File: src/rtl/fetch_pkg.sv
// Shared types and constants for the instruction fetch stage.
package fetch_pkg;
  typedef enum logic [1:0] {FILL, RUN, STALL, HALT} state_e;

  localparam logic [31:0] NOP_INSTR  = 32'h0000_0000;
  localparam logic [31:0] HALT_INSTR = 32'hFFFF_FFFF;
  localparam logic [31:0] PC_STEP    = 32'd4;
endpackage

File: src/rtl/fetch_hold_buffer.sv
// Captures the memory word when decode stalls; the memory has no read enable,
// so its output moves on while the stalled instruction must stay visible.
module fetch_hold_buffer
  import fetch_pkg::*;
(
  input  logic        gclk,
  input  logic        grst_n,
  input  logic        capture,
  input  logic        clear,
  input  logic        valid,
  input  logic [31:0] mem_data,
  output logic [31:0] instr,
  output logic        hold_valid
);
  logic [31:0] hold_reg;

  always_ff @(posedge gclk or negedge grst_n) begin
    if (!grst_n) begin
      hold_reg   <= NOP_INSTR;
      hold_valid <= 1'b0;
    end else if (clear) begin
      hold_valid <= 1'b0;
    end else if (capture) begin
      hold_reg   <= mem_data;
      hold_valid <= 1'b1;
    end
  end

  assign instr = !valid ? NOP_INSTR : (hold_valid ? hold_reg : mem_data);
endmodule

File: src/rtl/fetch_stage.sv
// Instruction fetch stage: next-PC, IF/ID registers and stall hold buffer.
// Optional halt detection on 32'hFFFFFFFF is enabled by IF_HALT_DETECT_EN.
module fetch_stage
  import fetch_pkg::*;
#(
  parameter int ADDR_W = 8
) (
  input  logic              Clock,
  input  logic              Reset,
  input  logic [31:0]       PCResult,
  output logic [31:0]       PC_In,
  output logic              PCWrite,
  output logic [ADDR_W-1:0] IMemAddr,
  input  logic [31:0]       IMemData,
  input  logic              Stall,
  input  logic              Redirect,
  input  logic [31:0]       RedirectTarget,
  output logic [31:0]       IFID_Instr,
  output logic [31:0]       IFID_PCPlus4,
  output logic              IFID_Valid,
  output logic              Halted
);
  state_e      state, state_nxt;
  logic        valid_nxt, pc4_load, capture, clear, halt_hit;
  logic [31:0] pc_plus4;

  assign pc_plus4 = PCResult + PC_STEP;
  assign PC_In    = Redirect ? RedirectTarget : pc_plus4;
  assign IMemAddr = PCResult[ADDR_W+1:2];

  always_comb begin
    state_nxt = state;
    valid_nxt = IFID_Valid;
    pc4_load  = 1'b0;
    capture   = 1'b0;
    clear     = 1'b0;
    PCWrite   = 1'b0;
    halt_hit  = 1'b0;
`ifdef IF_HALT_DETECT_EN
    halt_hit  = IFID_Valid && (IFID_Instr == HALT_INSTR) && !Redirect;
`endif
    case (state)
      HALT: valid_nxt = 1'b0;
      default: begin
        PCWrite = Redirect || !Stall;
        if (Redirect) begin
          // squash the word fetched behind the branch
          state_nxt = RUN;
          valid_nxt = 1'b0;
          clear     = 1'b1;
        end else if (halt_hit) begin
          state_nxt = HALT;
          valid_nxt = 1'b0;
        end else if (state == FILL) begin
          state_nxt = RUN;
          valid_nxt = 1'b1;
          pc4_load  = 1'b1;
        end else if (Stall) begin
          // capture only on entry; later stall cycles keep the first word
          capture   = (state == RUN);
          state_nxt = STALL;
        end else begin
          state_nxt = RUN;
          valid_nxt = 1'b1;
          pc4_load  = 1'b1;
          clear     = 1'b1;
        end
      end
    endcase
  end

  always_ff @(posedge Clock or negedge Reset) begin
    if (!Reset) begin
      state        <= FILL;
      IFID_Valid   <= 1'b0;
      IFID_PCPlus4 <= 32'h0;
    end else begin
      state      <= state_nxt;
      IFID_Valid <= valid_nxt;
      if (pc4_load) IFID_PCPlus4 <= pc_plus4;
    end
  end

`ifdef IF_HALT_DETECT_EN
  always_ff @(posedge Clock or negedge Reset) begin
    if (!Reset) Halted <= 1'b0;
    else        Halted <= (state_nxt == HALT);
  end
`else
  assign Halted = 1'b0;
`endif

  fetch_hold_buffer u_hold (
    .gclk       (Clock),
    .grst_n     (Reset),
    .capture    (capture),
    .clear      (clear),
    .valid      (IFID_Valid),
    .mem_data   (IMemData),
    .instr      (IFID_Instr),
    .hold_valid ()
  );
endmodule

File: config.mk
export PLATFORM = sky130hd
export DESIGN_NAME = fetch_stage
export DESIGN_NICKNAME = d
export VERILOG_FILES = /design/src/rtl/fetch_pkg.sv /design/src/rtl/fetch_hold_buffer.sv /design/src/rtl/fetch_stage.sv
export SDC_FILE = /design/constraint.sdc
export NUM_CORES = 1
export LEC_CHECK = 0
export CORE_UTILIZATION = 44
export CTS_CLUSTER_SIZE = 8
export DETAILED_ROUTE_END_ITERATION = 7
export PLACE_DENSITY = 0.92
export SYNTH_ARGS = -nofsm -noshare
export SYNTH_HDL_FRONTEND = slang
export SYNTH_SLANG_ARGS = --single-unit
File: constraint.sdc
create_clock -name Clock -period 10.7 [get_ports Clock]
set_input_delay 3.21 -clock Clock [delete_from_list [all_inputs] [get_ports Clock]]
set_output_delay 3.21 -clock Clock [all_outputs]
set_load 0.1 [all_outputs]
==> results of run 1 <==
[layout by cell type (no fill, tap or decap), drive strengths merged, types with 10 or more instances in the layout]
cell,instances
nor2b,32
o21ai,12
clkbuf,10
clkdlybuf4s50,197
mux2,66
a31oi,29
nand3,11
buf,11
nand2,11
nor2,32
dfrtp,68
mux2i,33
[metrics by stage]
stage	std cells	area [sq um]	util (%)	power (W)
floorplan	408	4205	-	0.0009215
global placement	712	6260	67.75	0.001099
detailed placement	712	6260	67.75	0.001114
CTS	728	6500	70.35	0.001376
global route	728	6500	70.35	0.001419
finish	728	6500	70.35	0.001368
[report_power, final]
part	total, W	internal [W]	switching [W]
Clock	0.000260	0.000155	0.000105
Combinational	0.000723	0.000210	0.000512
Sequential	0.000385	0.000335	0.0000498
Total	0.00137	0.000701	0.000667
[how the worst min path moves through the flow]
stage                                          from                              end  cells past startpoint
floorplan           u_hold.hold_reg[27]$_DFFE_PN0P_  u_hold.hold_reg[27]$_DFFE_PN0P_                      1
global placement    u_hold.hold_reg[18]$_DFFE_PN0P_  u_hold.hold_reg[18]$_DFFE_PN0P_                      1
detailed placement  u_hold.hold_reg[13]$_DFFE_PN0P_  u_hold.hold_reg[13]$_DFFE_PN0P_                      1
CTS                 u_hold.hold_reg[13]$_DFFE_PN0P_  u_hold.hold_reg[13]$_DFFE_PN0P_                      1
global route         u_hold.hold_reg[5]$_DFFE_PN0P_   u_hold.hold_reg[5]$_DFFE_PN0P_                      1
finish              u_hold.hold_reg[13]$_DFFE_PN0P_  u_hold.hold_reg[13]$_DFFE_PN0P_                      1
[logic make-up after synthesis]
family / count (synthesis) / share of synthesized area, %
AO/OA/AOI/OAI: 50 / 7.081
buffers and inverters: 41 / 4.641
XOR/XNOR: 14 / 2.916
AND/OR/NAND/NOR: 131 / 18.09
adder cells (fa/ha/maj): 4 / 1.190
flip-flops: 68 / 40.46
other: 1 / 0.08917
multiplexers: 99 / 25.53
[area by class of cell]
class	count	area, sq um	area share, %
Clock buffer	10	127.6	1.963
Clock inverter	6	112.6	1.732
Inverter	8	30.03	0.4620
Multi-Input combinational cell	299	2313	35.59
Sequential cell	68	1703	26.20
Tap cell	129	161.4	2.483
Timing Repair Buffer	208	2052	31.57
[metal layers]
| layer | vias up | wire, um |
|---|---|---|
| li1 | 1850 | - |
| met1 | 1882 | 4946 |
| met2 | 201 | 6155 |
| met3 | 36 | 1162 |
| met4 | 0 | 367 |
| met5 | - | 0 |
==> reports/metrics.cfg, run 1 <==
[run_status]
outcome = finished, final reports clean

[clock_tree]
numCtsBuffers = 9
cts.path.max_buffers = 2
cts_tree = built
postCtsHoldBufs = 0
cts_resized = 0
clk_pin_slew_ns = 0.07
cts_sinks = 68
root_buffer = clkbuf_8
clkLatencyLatePin_ns = 0.34
htree_levels = 3
postCtsSetupRepairBufs = 0

[setup_path]
critPathBufInv = 2
reg2reg_to = u_hold.hold_reg[20]$_DFFE_PN0P_
arrival_ns = 6.50
required_ns = 7.49
cp-start-kind = input port
cp_top_family = buffers and inverters
crit_slowest_cell = clkdlybuf4s50_1
startpoint = PCResult[2]
path_max_fanout = 8
rrSetupSlack_ns = 8.71
rr_worst_depth = 7
crit_top_cell = clkdlybuf4s50_1
end_kind = output port
cp_num_cells = 7
critPathKind = in -> out
path_cells = clkdlybuf4s50_1 -> ha_1 -> nand4_2 -> or4_2 -> o21ai_0 -> a31oi_1 -> clkdlybuf4s50_1
slowest_delay_ns = 1.03
r2r_start = state[0]$_DFFE_PN0P_
worstSetupEndpoint = PC_In[28]

[placement]
numPortBuffers = 205
gp_congestion = 0.8722
hpwl_mm = 9.363
place_ws_ns = 1.033

[timing]
whs_ns = 0.5064
max_freq_ghz = 0.1029
finalClockSkew_ns = 0.008195
finalCriticalPeriod_ns = 9.714
hold_viol = 0
setup_violations = 0
final.setup.tns_ns = 0
slew_violations = 0
tightest_slew_ns = 1.042
min_period_over_period_pct = 90.78
rsz0062_at_grt = false
setup_ws_ns = 0.9863
slew-limit-headroom_pct = 30.34

[floorplanning]
rows = 35
io-pin-count = 207
fp.dieW_um = 99.76
start_util_pct = 45.51
dieArea_sq_mm = 0.009952
die_h_um = 99.76
coreArea_sq_mm = 0.009240

[global_routing]
grt_max_degree = 69
overflow = 0
grt_pass1_wl_mm = 19.71
grt_pass1_vias = 4000
use_met1_pct = 29.32
use_met3_pct = 7.309
grt_busiest_layer = met2
use_met2_pct = 44.08
antenna_found_initial = 0
grt.total_usage_pct = 25.34

[logic_synthesis]
avgSynthCellArea_sq_um = 10.31
synth_seq_cells = 68
ys_seq_area_share_pct = 40.46
synthTopCellsByCount = dfrtp_1 (68), mux2_2 (66), mux2i_1 (33), nor2_1 (32), nor2b_1 (32)
synthDistinctLibCells = 39
syn-cell-area_sq_mm = 0.004205
synth_edf_count = 0
async_flop_share_pct = 100.0
yosysMostFrequentCell = dfrtp_1
yosys_warnings = 0
synth_area_leaders = dfrtp_1 (40%), mux2_2 (18%), mux2i_1 (7.9%)
synthFlopType = dfrtp_1
syn_inst = 408
synth.top_cell.area_share_pct = 40.46
synth_top_area_cell = dfrtp_1
synth_nets = 512

[pwr]
static-leakage-power_nw = 2.486
p_per_area_mw_per_mm2 = 210.5
peakVddDrop_mv = 0.1335

[drt]
vias = 3969
route.detailed.drc = 0
viasPerCell = 5.452
ant_nets = 0
first_iter_violations = 175
routedWlPerCell_um = 17.35
drt-total-wl_mm = 12.63
first_pass_iters = 4

[finish]
area_growth_syn_to_layout_pct = 54.57
drive_above_1_share_pct = 16.86
insertedDiodeCount = 0
nNetsFinal = 698
n_fill_cell = 672

[flow_run]
maxCapViolCount = 0

[worst_hold_path]
worst_hold_path_type = reg -> reg

Note: power is estimated with default switching activity, not from simulation.
==> inputs of run 2 (changes only) <==
Settings changed: HOLD_SLACK_MARGIN set to 0.08.
==> results of run 2 <==
The final DEF is identical to that of run 1; final timing and power are the same.
